===== config.mk =====
export PLATFORM = sky130hd
export DESIGN_NAME = ps2_keypad_flat
export DESIGN_NICKNAME = d
export VERILOG_FILES = /design/src/rtl/keypad_pkg.sv /design/src/rtl/ps2_keypad_if.sv /design/src/rtl/ps2_rx_fifo.sv /design/src/rtl/ps2_keypad.sv /design/src/flat_wrapper.sv
export SDC_FILE = /design/constraint.sdc
export NUM_CORES = 1
export LEC_CHECK = 0
export ABC_AREA = 1
export BUFFER_PORTS_ARGS = -buffer_cell sky130_fd_sc_hd__clkbuf_2
export CAP_MARGIN = 10
export CORE_MARGIN = 4
export CORE_UTILIZATION = 64
export CTS_BUF_LIST = sky130_fd_sc_hd__clkbuf_8
export CTS_CLUSTER_DIAMETER = 100
export DETAILED_ROUTE_END_ITERATION = 6
export HOLD_SLACK_MARGIN = 0.02
export PLACE_DENSITY = 0.84
export SLEW_MARGIN = 25
export SYNTH_ARGS = -nofsm -noshare
export SYNTH_HDL_FRONTEND = slang
export SYNTH_SLANG_ARGS = --single-unit

===== constraint.sdc =====
create_clock -name clk -period 3.29 [get_ports clk]
set_clock_uncertainty 0.1 [all_clocks]
set_input_delay 0.4935 -clock clk [delete_from_list [all_inputs] [get_ports clk]]
set_output_delay 0.4935 -clock clk [all_outputs]
set_load 0.005 [all_outputs]

===== src/rtl/keypad_pkg.sv =====
// keypad_pkg: shared constants and types for the PS/2-to-GBA keypad path.
//   - KEYINPUT bit positions for every GBA button
//   - PS/2 set-2 scan codes used by the decoder (base, extended, prefixes)
//   - decoder FSM state encoding and the scan-code lookup helpers
package keypad_pkg;

  // KEYINPUT bit positions (active-low vector, 0 = pressed)
  localparam int KEY_A      = 0;
  localparam int KEY_B      = 1;
  localparam int KEY_SELECT = 2;
  localparam int KEY_START  = 3;
  localparam int KEY_RIGHT  = 4;
  localparam int KEY_LEFT   = 5;
  localparam int KEY_UP     = 6;
  localparam int KEY_DOWN   = 7;
  localparam int KEY_R      = 8;
  localparam int KEY_L      = 9;
  localparam int NUM_KEYS   = 10;

  // Base scan codes
  localparam logic [7:0] SC_J = 8'h3B;
  localparam logic [7:0] SC_K = 8'h42;
  localparam logic [7:0] SC_N = 8'h31;
  localparam logic [7:0] SC_M = 8'h3A;
  localparam logic [7:0] SC_D = 8'h23;
  localparam logic [7:0] SC_A = 8'h1C;
  localparam logic [7:0] SC_W = 8'h1D;
  localparam logic [7:0] SC_S = 8'h1B;
  localparam logic [7:0] SC_I = 8'h43;
  localparam logic [7:0] SC_U = 8'h3C;

  // Extended (E0-prefixed) arrow codes
  localparam logic [7:0] SC_X_RIGHT = 8'h74;
  localparam logic [7:0] SC_X_LEFT  = 8'h6B;
  localparam logic [7:0] SC_X_UP    = 8'h75;
  localparam logic [7:0] SC_X_DOWN  = 8'h72;

  // Prefix bytes
  localparam logic [7:0] SC_EXT = 8'hE0;
  localparam logic [7:0] SC_BRK = 8'hF0;

  typedef enum logic [1:0] {
    ST_IDLE    = 2'd0,
    ST_BRK     = 2'd1,
    ST_EXT     = 2'd2,
    ST_EXT_BRK = 2'd3
  } dec_state_t;

  typedef struct packed {
    logic       hit;
    logic [3:0] idx;
  } lookup_t;

  function automatic lookup_t base_lookup(input logic [7:0] code);
    lookup_t r;
    r.hit = 1'b1;
    r.idx = 4'd0;
    case (code)
      SC_J:    r.idx = 4'(KEY_A);
      SC_K:    r.idx = 4'(KEY_B);
      SC_N:    r.idx = 4'(KEY_SELECT);
      SC_M:    r.idx = 4'(KEY_START);
      SC_D:    r.idx = 4'(KEY_RIGHT);
      SC_A:    r.idx = 4'(KEY_LEFT);
      SC_W:    r.idx = 4'(KEY_UP);
      SC_S:    r.idx = 4'(KEY_DOWN);
      SC_I:    r.idx = 4'(KEY_R);
      SC_U:    r.idx = 4'(KEY_L);
      default: r.hit = 1'b0;
    endcase
    return r;
  endfunction

  function automatic lookup_t ext_lookup(input logic [7:0] code);
    lookup_t r;
    r.hit = 1'b1;
    r.idx = 4'd0;
    case (code)
      SC_X_RIGHT: r.idx = 4'(KEY_RIGHT);
      SC_X_LEFT:  r.idx = 4'(KEY_LEFT);
      SC_X_UP:    r.idx = 4'(KEY_UP);
      SC_X_DOWN:  r.idx = 4'(KEY_DOWN);
      default:    r.hit = 1'b0;
    endcase
    return r;
  endfunction

endpackage


===== src/rtl/ps2_keypad_if.sv =====
// ps2_keypad_if: bundle of the keypad block's external signals.
//   master: drives the raw PS/2 lines and scan_en, observes the keypad outputs.
//   slave : the keypad block itself.
//   ps2_clk/ps2_data : raw asynchronous PS/2 lines
//   scan_en          : 1 lets the decoder drain the scan-byte FIFO
//   keys_n           : active-low KEYINPUT vector
//   key_event/key_code/key_pressed : one-cycle decoded key event
//   frame_err        : one-cycle pulse on a bad frame or timeout
//   overflow         : sticky FIFO-drop flag
//   dbg_state        : current decoder FSM state
interface ps2_keypad_if;
  import keypad_pkg::*;

  logic       ps2_clk;
  logic       ps2_data;
  logic       scan_en;
  logic [9:0] keys_n;
  logic       key_event;
  logic [3:0] key_code;
  logic       key_pressed;
  logic       frame_err;
  logic       overflow;
  dec_state_t dbg_state;

  modport master (
    output ps2_clk, ps2_data, scan_en,
    input  keys_n, key_event, key_code, key_pressed, frame_err, overflow, dbg_state
  );

  modport slave (
    input  ps2_clk, ps2_data, scan_en,
    output keys_n, key_event, key_code, key_pressed, frame_err, overflow, dbg_state
  );
endinterface


===== src/rtl/ps2_rx_fifo.sv =====
// ps2_rx_fifo: PS/2 device-to-host receiver with scan-byte FIFO.
//   clk, clrn     : system clock, asynchronous active-low reset
//   ps2_clk_i     : raw PS/2 clock (3-flop synchronised, falling edge sampled)
//   ps2_data_i    : raw PS/2 data (2-flop synchronised)
//   pop_i         : consumer takes byte_o this cycle (ignored when empty)
//   byte_o        : oldest buffered scan byte
//   empty_o       : FIFO holds no bytes
//   frame_err_o   : one-cycle pulse after a bad frame or a frame timeout
//   overflow_o    : sticky; an accepted byte was dropped because the FIFO was full
// Handshake: !empty_o acts as valid and pop_i as ready; a byte transfers in
// every cycle where both are high, and byte_o is held stable until then.
module ps2_rx_fifo #(
  parameter int FIFO_DEPTH     = 8,
  parameter int TIMEOUT_CYCLES = 20000
) (
  input  logic       clk,
  input  logic       clrn,
  input  logic       ps2_clk_i,
  input  logic       ps2_data_i,
  input  logic       pop_i,
  output logic [7:0] byte_o,
  output logic       empty_o,
  output logic       frame_err_o,
  output logic       overflow_o
);

  localparam int AW = $clog2(FIFO_DEPTH);
  localparam int CW = $clog2(TIMEOUT_CYCLES + 1);
  localparam logic [CW-1:0] IDLE_MAX = CW'(TIMEOUT_CYCLES);
  localparam logic [CW-1:0] IDLE_ONE = CW'(1);
  localparam logic [AW:0]   PTR_ONE  = (AW+1)'(1);

  // Synchronisers reset to the idle-high line level so reset never fakes an edge
  logic [2:0] clk_sync_q;
  logic [1:0] dat_sync_q;
  logic       sample;
  logic       data_s;

  always_ff @(posedge clk or negedge clrn) begin
    if (!clrn) begin
      clk_sync_q <= 3'b111;
      dat_sync_q <= 2'b11;
    end else begin
      clk_sync_q <= {clk_sync_q[1:0], ps2_clk_i};
      dat_sync_q <= {dat_sync_q[0], ps2_data_i};
    end
  end

  assign sample = clk_sync_q[2] & ~clk_sync_q[1];
  assign data_s = dat_sync_q[1];

  // Frame receiver and timeout
  logic [3:0]    bit_cnt_q, bit_cnt_d;
  logic [9:0]    shift_q, shift_d;
  logic [CW-1:0] idle_q, idle_d;
  logic          ferr_q, ferr_d;
  logic [10:0]   frame;
  logic          push;

  // The 11th bit is never shifted in; the full frame is formed on the fly
  assign frame = {data_s, shift_q};

  always_comb begin
    bit_cnt_d = bit_cnt_q;
    shift_d   = shift_q;
    idle_d    = idle_q;
    ferr_d    = 1'b0;
    push      = 1'b0;
    if (sample) begin
      idle_d = '0;
      if (bit_cnt_q == 4'd10) begin
        bit_cnt_d = 4'd0;
        // start=0, stop=1, and the 8 data bits plus parity hold an odd count of ones
        if (!frame[0] && frame[10] && (^frame[9:1])) push = 1'b1;
        else                                         ferr_d = 1'b1;
      end else begin
        shift_d   = {data_s, shift_q[9:1]};
        bit_cnt_d = bit_cnt_q + 4'd1;
      end
    end else if (bit_cnt_q == 4'd0) begin
      idle_d = '0;
    end else if (idle_q == IDLE_MAX) begin
      bit_cnt_d = 4'd0;
      idle_d    = '0;
      ferr_d    = 1'b1;
    end else begin
      idle_d = idle_q + IDLE_ONE;
    end
  end

  always_ff @(posedge clk or negedge clrn) begin
    if (!clrn) begin
      bit_cnt_q <= 4'd0;
      shift_q   <= '0;
      idle_q    <= '0;
      ferr_q    <= 1'b0;
    end else begin
      bit_cnt_q <= bit_cnt_d;
      shift_q   <= shift_d;
      idle_q    <= idle_d;
      ferr_q    <= ferr_d;
    end
  end

  assign frame_err_o = ferr_q;

  // FIFO: pointers carry one wrap bit above the index bits
  logic [7:0]  mem_q [FIFO_DEPTH];
  logic [AW:0] wr_ptr_q, wr_ptr_d;
  logic [AW:0] rd_ptr_q, rd_ptr_d;
  logic        ovf_q, ovf_d;
  logic        full, empty, do_pop, do_push;

  assign empty   = (wr_ptr_q == rd_ptr_q);
  assign full    = (wr_ptr_q[AW] != rd_ptr_q[AW]) && (wr_ptr_q[AW-1:0] == rd_ptr_q[AW-1:0]);
  assign do_pop  = pop_i && !empty;
  // A pop in the same cycle frees the slot, so a full FIFO still accepts the push
  assign do_push = push && (!full || do_pop);

  always_comb begin
    wr_ptr_d = wr_ptr_q;
    rd_ptr_d = rd_ptr_q;
    ovf_d    = ovf_q;
    if (do_push) wr_ptr_d = wr_ptr_q + PTR_ONE;
    if (do_pop)  rd_ptr_d = rd_ptr_q + PTR_ONE;
    if (push && !do_push) ovf_d = 1'b1;
  end

  always_ff @(posedge clk or negedge clrn) begin
    if (!clrn) begin
      wr_ptr_q <= '0;
      rd_ptr_q <= '0;
      ovf_q    <= 1'b0;
    end else begin
      wr_ptr_q <= wr_ptr_d;
      rd_ptr_q <= rd_ptr_d;
      ovf_q    <= ovf_d;
    end
  end

  // Storage needs no reset: contents are only read behind a valid pointer
  always_ff @(posedge clk) begin
    if (do_push) mem_q[wr_ptr_q[AW-1:0]] <= frame[8:1];
  end

  assign byte_o     = mem_q[rd_ptr_q[AW-1:0]];
  assign empty_o    = empty;
  assign overflow_o = ovf_q;

endmodule


===== src/rtl/ps2_keypad.sv =====
// ps2_keypad: PS/2 keyboard front end producing the GBA KEYINPUT vector.
//   clk, clrn : system clock, asynchronous active-low reset
//   bus       : ps2_keypad_if.slave
//     in : ps2_clk, ps2_data (raw), scan_en (decoder may drain FIFO)
//     out: keys_n, key_event, key_code, key_pressed, frame_err, overflow, dbg_state
// The receiver/FIFO lives in ps2_rx_fifo; this level decodes make/break
// sequences (with E0-extended arrows when EXT_MAP=1) into keys_n and events.
module ps2_keypad
  import keypad_pkg::*;
#(
  parameter int FIFO_DEPTH     = 8,
  parameter int TIMEOUT_CYCLES = 20000,
  parameter int EXT_MAP        = 1
) (
  input  logic         clk,
  input  logic         clrn,
  ps2_keypad_if.slave  bus
);

  logic [7:0] fifo_byte;
  logic       fifo_empty;
  logic       pop;

  ps2_rx_fifo #(
    .FIFO_DEPTH     (FIFO_DEPTH),
    .TIMEOUT_CYCLES (TIMEOUT_CYCLES)
  ) u_rx (
    .clk         (clk),
    .clrn        (clrn),
    .ps2_clk_i   (bus.ps2_clk),
    .ps2_data_i  (bus.ps2_data),
    .pop_i       (pop),
    .byte_o      (fifo_byte),
    .empty_o     (fifo_empty),
    .frame_err_o (bus.frame_err),
    .overflow_o  (bus.overflow)
  );

  // One byte per cycle whenever allowed; dropping scan_en stops this same cycle
  assign pop = !fifo_empty && bus.scan_en;

  dec_state_t  state_q, state_d;
  logic [9:0]  keys_q, keys_d;
  logic        event_q, event_d;
  logic [3:0]  code_q, code_d;
  logic        pressed_q, pressed_d;
  lookup_t     lk;
  logic        do_lk;
  logic        make;

  always_comb begin
    state_d   = state_q;
    keys_d    = keys_q;
    event_d   = 1'b0;
    code_d    = code_q;
    pressed_d = pressed_q;
    lk        = '0;
    do_lk     = 1'b0;
    make      = 1'b0;
    if (pop) begin
      case (state_q)
        ST_IDLE: begin
          if (fifo_byte == SC_BRK)      state_d = ST_BRK;
          else if (fifo_byte == SC_EXT) state_d = ST_EXT;
          else begin
            lk    = base_lookup(fifo_byte);
            do_lk = 1'b1;
            make  = 1'b1;
          end
        end
        ST_BRK: begin
          lk      = base_lookup(fifo_byte);
          do_lk   = 1'b1;
          state_d = ST_IDLE;
        end
        ST_EXT: begin
          if (fifo_byte == SC_BRK) state_d = ST_EXT_BRK;
          else begin
            if (EXT_MAP != 0) lk = ext_lookup(fifo_byte);
            do_lk   = 1'b1;
            make    = 1'b1;
            state_d = ST_IDLE;
          end
        end
        ST_EXT_BRK: begin
          if (EXT_MAP != 0) lk = ext_lookup(fifo_byte);
          do_lk   = 1'b1;
          state_d = ST_IDLE;
        end
        default: state_d = ST_IDLE;
      endcase
    end
    // Events fire even when the bit already holds the target value (typematic repeat)
    if (do_lk && lk.hit) begin
      keys_d[lk.idx] = ~make;
      event_d        = 1'b1;
      code_d         = lk.idx;
      pressed_d      = make;
    end
  end

  always_ff @(posedge clk or negedge clrn) begin
    if (!clrn) begin
      state_q   <= ST_IDLE;
      keys_q    <= 10'h3FF;
      event_q   <= 1'b0;
      code_q    <= 4'd0;
      pressed_q <= 1'b0;
    end else begin
      state_q   <= state_d;
      keys_q    <= keys_d;
      event_q   <= event_d;
      code_q    <= code_d;
      pressed_q <= pressed_d;
    end
  end

  assign bus.keys_n      = keys_q;
  assign bus.key_event   = event_q;
  assign bus.key_code    = code_q;
  assign bus.key_pressed = pressed_q;
  assign bus.dbg_state   = state_q;

endmodule


===== src/flat_wrapper.sv =====
// flat-port wrapper written by rule: the top's interface ports become plain ports
module ps2_keypad_flat import keypad_pkg::*;
#(
  parameter int FIFO_DEPTH     = 8,
  parameter int TIMEOUT_CYCLES = 20000,
  parameter int EXT_MAP        = 1
)
  (clk, clrn, bus_ps2_clk, bus_ps2_data, bus_scan_en, bus_keys_n, bus_key_event, bus_key_code, bus_key_pressed, bus_frame_err, bus_overflow, bus_dbg_state);
  ps2_keypad_if bus_i ();
  input  logic clk;
  input  logic clrn;
  input wire logic [$bits(bus_i.ps2_clk)-1:0] bus_ps2_clk;
  input wire logic [$bits(bus_i.ps2_data)-1:0] bus_ps2_data;
  input wire logic [$bits(bus_i.scan_en)-1:0] bus_scan_en;
  output wire logic [$bits(bus_i.keys_n)-1:0] bus_keys_n;
  output wire logic [$bits(bus_i.key_event)-1:0] bus_key_event;
  output wire logic [$bits(bus_i.key_code)-1:0] bus_key_code;
  output wire logic [$bits(bus_i.key_pressed)-1:0] bus_key_pressed;
  output wire logic [$bits(bus_i.frame_err)-1:0] bus_frame_err;
  output wire logic [$bits(bus_i.overflow)-1:0] bus_overflow;
  output wire logic [$bits(bus_i.dbg_state)-1:0] bus_dbg_state;
  assign bus_i.ps2_clk = bus_ps2_clk;
  assign bus_i.ps2_data = bus_ps2_data;
  assign bus_i.scan_en = bus_scan_en;
  assign bus_keys_n = bus_i.keys_n;
  assign bus_key_event = bus_i.key_event;
  assign bus_key_code = bus_i.key_code;
  assign bus_key_pressed = bus_i.key_pressed;
  assign bus_frame_err = bus_i.frame_err;
  assign bus_overflow = bus_i.overflow;
  assign bus_dbg_state = bus_i.dbg_state;
  ps2_keypad #(.FIFO_DEPTH(FIFO_DEPTH), .TIMEOUT_CYCLES(TIMEOUT_CYCLES), .EXT_MAP(EXT_MAP)) u_core (.clk(clk), .clrn(clrn), .bus(bus_i));
endmodule

== Yosys cells after proc, flatten, opt, wreduce, memory -nomap -nowiden ==
Memories as Yosys holds them, arrays and structs flattened.
Index checks and enable logic that the tools add are counted.
Cells by class
  add/sub/neg operators: 4
  order comparisons: 2
  equal/unequal tests: 26
  multiplexer cells: 41
  bitwise gates (word level): 4
  reduce and logical (&&, ||, !) cells: 24
Operators with widths (number)
  8-bit by 7-bit equality test with 1-bit output (second input constant): 6
  15-bit two-way mux: 3
  8-bit by 6-bit equality test with 1-bit output (second input constant): 5
  4-bit one-hot mux with 9 select lines: 1
  8-bit by 5-bit equality test with 1-bit output (second input constant): 3
  5-bit two-way mux: 4
  5-bit one-hot mux with 4 select lines: 1
  1-bit two-way mux: 19
  8-bit equality test (second input constant): 2
  4-bit two-way mux: 4
  15-bit by 1-bit adder with 15-bit output (second input constant): 1
  15-bit equality test (second input constant): 1
  4-bit by 1-bit adder with 4-bit output (second input constant): 3
  3-bit one-hot mux with 4 select lines: 1
  10-bit bitwise mux: 1
  10-bit OR reduction: 1
  1-bit logical AND: 9
  9-bit XOR reduction: 1
  2-bit two-way mux: 3
  2-bit one-hot mux with 3 select lines: 1
  2-bit AND reduction: 3
  4-bit by 5-bit < comparator with 1-bit output (second input constant): 1
  1-bit demux with 4-bit select: 1
  2-bit equality test (second input constant): 2
  19 further kinds: 24
Word-level totals
  register bits after elaboration: 62
  RAM bits: 64
  input port bits: 5
  output and inout port bits: 20
  logic and storage cells: 116
  memories: 1
Memory list
  u_core.u_rx.mem_q: words 8, width 8, rd ports 1, clocked after Yosys merged registers in 0, wr ports 1, RTL line ps2_rx_fifo.sv:108  | logic [7:0] mem_q [FIFO_DEPTH];

== Logic depth before layout (Yosys ltp) ==
An unclocked memory read counts as a cell.
  word-level depth: 13
  mapped depth: 22
  depth with buffers taken out: 20

== By module ==
A second synthesis with hierarchy kept.
Second synthesis, totals
  cell total of the unflattened synthesis: 645
  area total of the unflattened synthesis: 6063.3 um2
By module, submodules not included
  ps2_rx_fifo: times used 1, cells each 458, area an instance 4765.8 um2, sequential area each 3029.2 um2
  ps2_keypad: times used 1, cells each 187, area an instance 1297.5 um2, sequential area each 462.9 um2

== Least setup slack after synthesis ==
OpenSTA, ideal clock, no wires.
  path type: register to register
  start: register u_core.u_rx.shift_q[2]
  end: memory u_core.u_rx.mem_q[0][0], enable pin
  library setup time: 0.383 ns
  data arrival time: 2.255 ns
  data required time: 2.807 ns
  setup slack: 0.552 ns
  stages on the path, launching flop included: 11
  path buffers: 0
  clock period less this slack: 2.738 ns
  cells stage by stage: dfrtp_1 xor2_1 xnor2_1 xor2_1 xnor2_1 nand2_1 nor2_1 nand3_1 inv_1 nand2_1 nor3_1
On the way
  longest elaborated chain between the ends: 8
Ends and longest elaborated chain
  start: declaration: RTL line ps2_rx_fifo.sv:54  | logic [9:0] shift_q, shift_d;
  start signal: assignment: RTL line ps2_rx_fifo.sv:99  | shift_q <= shift_d;
  9-bit XOR reduction: RTL line ps2_rx_fifo.sv:74  | if (!frame[0] && frame[10] && (^frame[9:1])) push = 1'b1;
  1-bit logical AND: RTL line ps2_rx_fifo.sv:74
  1-bit two-way mux: RTL line ps2_rx_fifo.sv:74
  1-bit two-way mux: RTL line ps2_rx_fifo.sv:71  | if (bit_cnt_q == 4'd10) begin
  1-bit two-way mux: RTL line ps2_rx_fifo.sv:69  | if (sample) begin
  1-bit logical AND: RTL line ps2_rx_fifo.sv:118  | assign do_push = push && (!full || do_pop);
  1-bit two-way mux: RTL line ps2_rx_fifo.sv:143  | if (do_push) mem_q[wr_ptr_q[AW-1:0]] <= frame[8:1];
  1-bit two-way mux (not written as such): RTL line ps2_rx_fifo.sv:143
  end: declaration: RTL line ps2_rx_fifo.sv:108
No other way between the ends.

== Final worst setup path ==
  start: register u_core.u_rx.shift_q[1]
  end: memory u_core.u_rx.mem_q[4][0], enable pin
Same word-level chain as after synthesis.

==> flow_metrics.py <==
metrics = {
    "layout": {
        "drive_gt1_share_pct": 14.5,
        "antenna_cells": 0,
        "regArea_mm2": 0.00349,
        "fin_util_pct": 72.4,
        "nNetsFinal": 799,
        "fillerInstances": 679,
        "multi_input_area_mm2": 0.00226,
        "syn_to_final_growth_pct": 10.6,
    },
    "placement": {
        "port_buffers": 24,
        "hpwl_um": 9570,
        "gp_congestion": 0.881,
        "dp_slack_ps": 477,
    },
    "floorplanning": {
        "io_pins": 25,
        "coreArea_mm2": 0.00977,
        "initial_core_util_pct": 65.4,
        "rows": 36,
        "dieArea_mm2": 0.0117,
        "die_h_um": 108,
        "die_x_um": 108,
    },
    "synth": {
        "synthCells": 747,
        "yosysTopAreaCellShare_pct": 30.0,
        "synth-edff-count": 64,
        "syn_area_mm2": 0.00640,
        "synthMuxAreaShare_pct": 0,
        "synth_top_family_by_area": "simple AND/OR/NAND/NOR gates",
        "synthArstFlopShare_pct": 49.2,
        "yosys.cell_types.count": 37,
        "synth_warnings": 0,
        "synth-xor-area-share_pct": 2.05,
        "synth.avg_cell_area_um2": 8.56,
        "synthFlopType": "edfxtp_1",
        "ys_top_cells_by_area": "edfxtp_1 (30%), dfrtp_1 (18%), nand2_1 (14%), inv_1 (7.5%), dfstp_2 (6.2%)",
        "syn_nets": 759,
        "synthSimpleGateAreaFrac_pct": 28.2,
        "ys_seq_area_share_pct": 54.6,
        "synth_compound_area_share_pct": 3.78,
        "synth_top_area_cell": "edfxtp_1",
        "synthAdderAreaFrac_pct": 1.37,
        "synth-seq-cells": 126,
        "post-synth-top-count-cell": "nand2_1",
        "yosys-top-cells-count": "nand2_1 (239), inv_1 (127), nand3_1 (68)",
    },
    "worst_setup_path": {
        "rrSetupSlack_ps": 390,
        "cp_data_required_time_ps": 3330,
        "startpoint_type": "register",
        "cp_slowest_stage_delay_ps": 610,
        "r2r_cells": 11,
        "reg2reg_from": "u_core.u_rx.shift_q[1]",
        "slowest_stage": "dfrtp_1",
        "worstSetupEndpointType": "register",
        "r2r_end": "u_core.u_rx.mem_q[4][0]",
        "crit_end": "u_core.u_rx.mem_q[4][0]",
        "crit_start": "u_core.u_rx.shift_q[1]",
        "critPathMaxFanout": 10,
        "path_class": "register to register",
        "crit_chain": "xor2_1 > xnor2_1 > xor2_1 > xnor2_1 > nand2_1 > nor2_1 > nand3_1 > inv_1 > nand2_1 > nor3_1 > buf_4",
        "crit_arrival_ps": 2930,
    },
    "clock_tree": {
        "cts_tree": "done",
        "clock_sinks": 126,
        "cts_root_buffer": "clkbuf_8",
        "clock_path_buffers": 2,
        "path_clk_slew_ps": 70,
        "cts_buffers": 17,
        "clock_latency_ps": 440,
        "htreeDepth": 4,
    },
    "detailed_routing": {
        "ant_nets": 0,
        "drc": 0,
        "dr_total_vias": 5074,
        "wl_um": 14100,
        "drt_iter0_drc": 482,
        "dr.pass1.iters": 7,
        "wire_per_inst_um": 15.1,
        "via_per_inst": 5.44,
    },
    "timing": {
        "relSlewSlack_pct": 50.1,
        "post-route-min-period_ps": 2900,
        "worst_slew_pin_slew_ps": 746,
        "setup_viol": 0,
        "hold_slack_ps": 38.6,
        "slew_viol_final": 0,
        "finalCritPeriodShare_pct": 88.0,
        "worst_slack_ps": 394,
        "fmax_mhz": 345,
        "hold_violations": 0,
        "rsz0062_at_grt": "no",
        "tns_ps": 0,
    },
    "flow_run": {
        "maxCapViolCount": 0,
    },
    "global_route": {
        "grt_pass1_wl_um": 23700,
        "grt_max_degree": 45,
        "grt-ovfl-total": 0,
        "track_usage_pct": 26.3,
        "antenna_found_initial": 0,
        "grt_pass1_vias": 4987,
    },
    "power_and_ir_drop": {
        "p_per_area_mw_per_mm2": 763,
        "leakage_nw": 3.44,
        "ir_worst_vdd_mv": 0.442,
    },
    "hold_path": {
        "holdPathStages": 1,
        "holdCritPathClass": "input port to register",
    },
    "run_status": {
        "status": "finished, final reports clean",
    },
}
cells in the final DEF, fill, tap and decap left out, types with 7 or more instances in the layout:
| master | synthesis | layout |
|---|---|---|
| xor2_1 | 8 | 8 |
| o21ai_0 | 16 | 16 |
| edfxtp_1 | 64 | 64 |
| nand2_2 | 11 | 11 |
| nor2_2 | 7 | 7 |
| clkbuf_8 | 0 | 19 |
| dfstp_2 | 15 | 15 |
| inv_1 | 127 | 128 |
| dfrtp_1 | 47 | 47 |
| nand2_1 | 239 | 239 |
| nor2_1 | 45 | 45 |
| o21ai_1 | 7 | 7 |
| xnor2_1 | 7 | 7 |
| a21oi_1 | 10 | 10 |
| nor3_1 | 18 | 18 |
| clkbuf_2 | 0 | 24 |
| ha_1 | 7 | 7 |
| buf_4 | 4 | 12 |
| nand3_1 | 68 | 68 |
where the power goes:
part           total, W  switching, W  internal [W]
logic           0.00188       0.00130      0.000585
clock network   0.00144      0.000588      0.000854
registers       0.00208      0.000204       0.00187
how the worst min path moves through the flow:
stage | startpoint | to
after CTS | bus_ps2_data | u_core.u_rx.dat_sync_q[0]
after global placement | u_core.u_rx.clk_sync_q[0] | u_core.u_rx.clk_sync_q[1]
after floorplan | clrn | u_core.bus.dbg_state[0]
after detailed placement | u_core.u_rx.clk_sync_q[0] | u_core.u_rx.clk_sync_q[1]
after global routing | bus_ps2_data | u_core.u_rx.dat_sync_q[0]
final | bus_ps2_data | u_core.u_rx.dat_sync_q[0]
worst max-delay path: cells and delay by family (launching register included):
family | cells | cell delay (ps)
xor gates and xnor gates | 4 | 740
DFF | 1 | 610
buffers and inverters | 2 | 380
and+or+nand+nor | 5 | 750
layer usage:
metal  vias to the layer above  routed length (um)  global-route usage (%)
met3                        48                 976                    5.55
li1                       2429                   -                       -
met5                         -                   0                       0
met1                      2361                5740                    33.8
met2                       236                6870                    42.8
met4                         0                 479                    12.7
stage by stage:
stage	power (W)	instance area, um2	std cells
after global routing	0.00576	7080	933
after CTS	0.00538	7070	932
after detailed placement	0.00393	6630	899
final	0.00540	7080	933
after global placement	0.00384	6630	899
after floorplan	0.00356	6400	747
what timing repair did:
action | 4_1_cts | 5_1_grt
gates resized for setup | 0 | 0
hold buffers | 1 | 1
buffers inserted | 0 | 0
endpoints found under the hold margin | 8 | 1
state kept, by name (all words and copies together) (netlist names):
register,count
u_core.bus.dbg_state,2
u_core.bus.key_code,4
u_core.bus.key_event,1
u_core.bus.key_pressed,1
u_core.bus.keys_n,10
u_core.u_rx.bit_cnt_q,4
u_core.u_rx.clk_sync_q,3
u_core.u_rx.dat_sync_q,2
u_core.u_rx.frame_err_o,1
u_core.u_rx.idle_q,15
u_core.u_rx.mem_q,64
u_core.u_rx.overflow_o,1
u_core.u_rx.rd_ptr_q,4
u_core.u_rx.shift_q,10
u_core.u_rx.wr_ptr_q,4
layout make-up:
class                   instances  share of cell area, %
well taps                     133                   2.35
clock buffers                  19                   3.70
clock inverters                13                   2.40
flip-flops and latches        126                   49.3
repair buffers                 38                   3.25
inverters                     130                   6.97
multi-input cells             474                   32.0
cell families after synthesis:
logic type,after synthesis
buffers and inverters,147
adder cells (fa/ha/maj),7
AO/OA/AOI/OAI,43
XOR/XNOR,15
flip-flops,126
AND/OR/NAND/NOR,409
No activity file was read; power rests on OpenSTA's default activity.
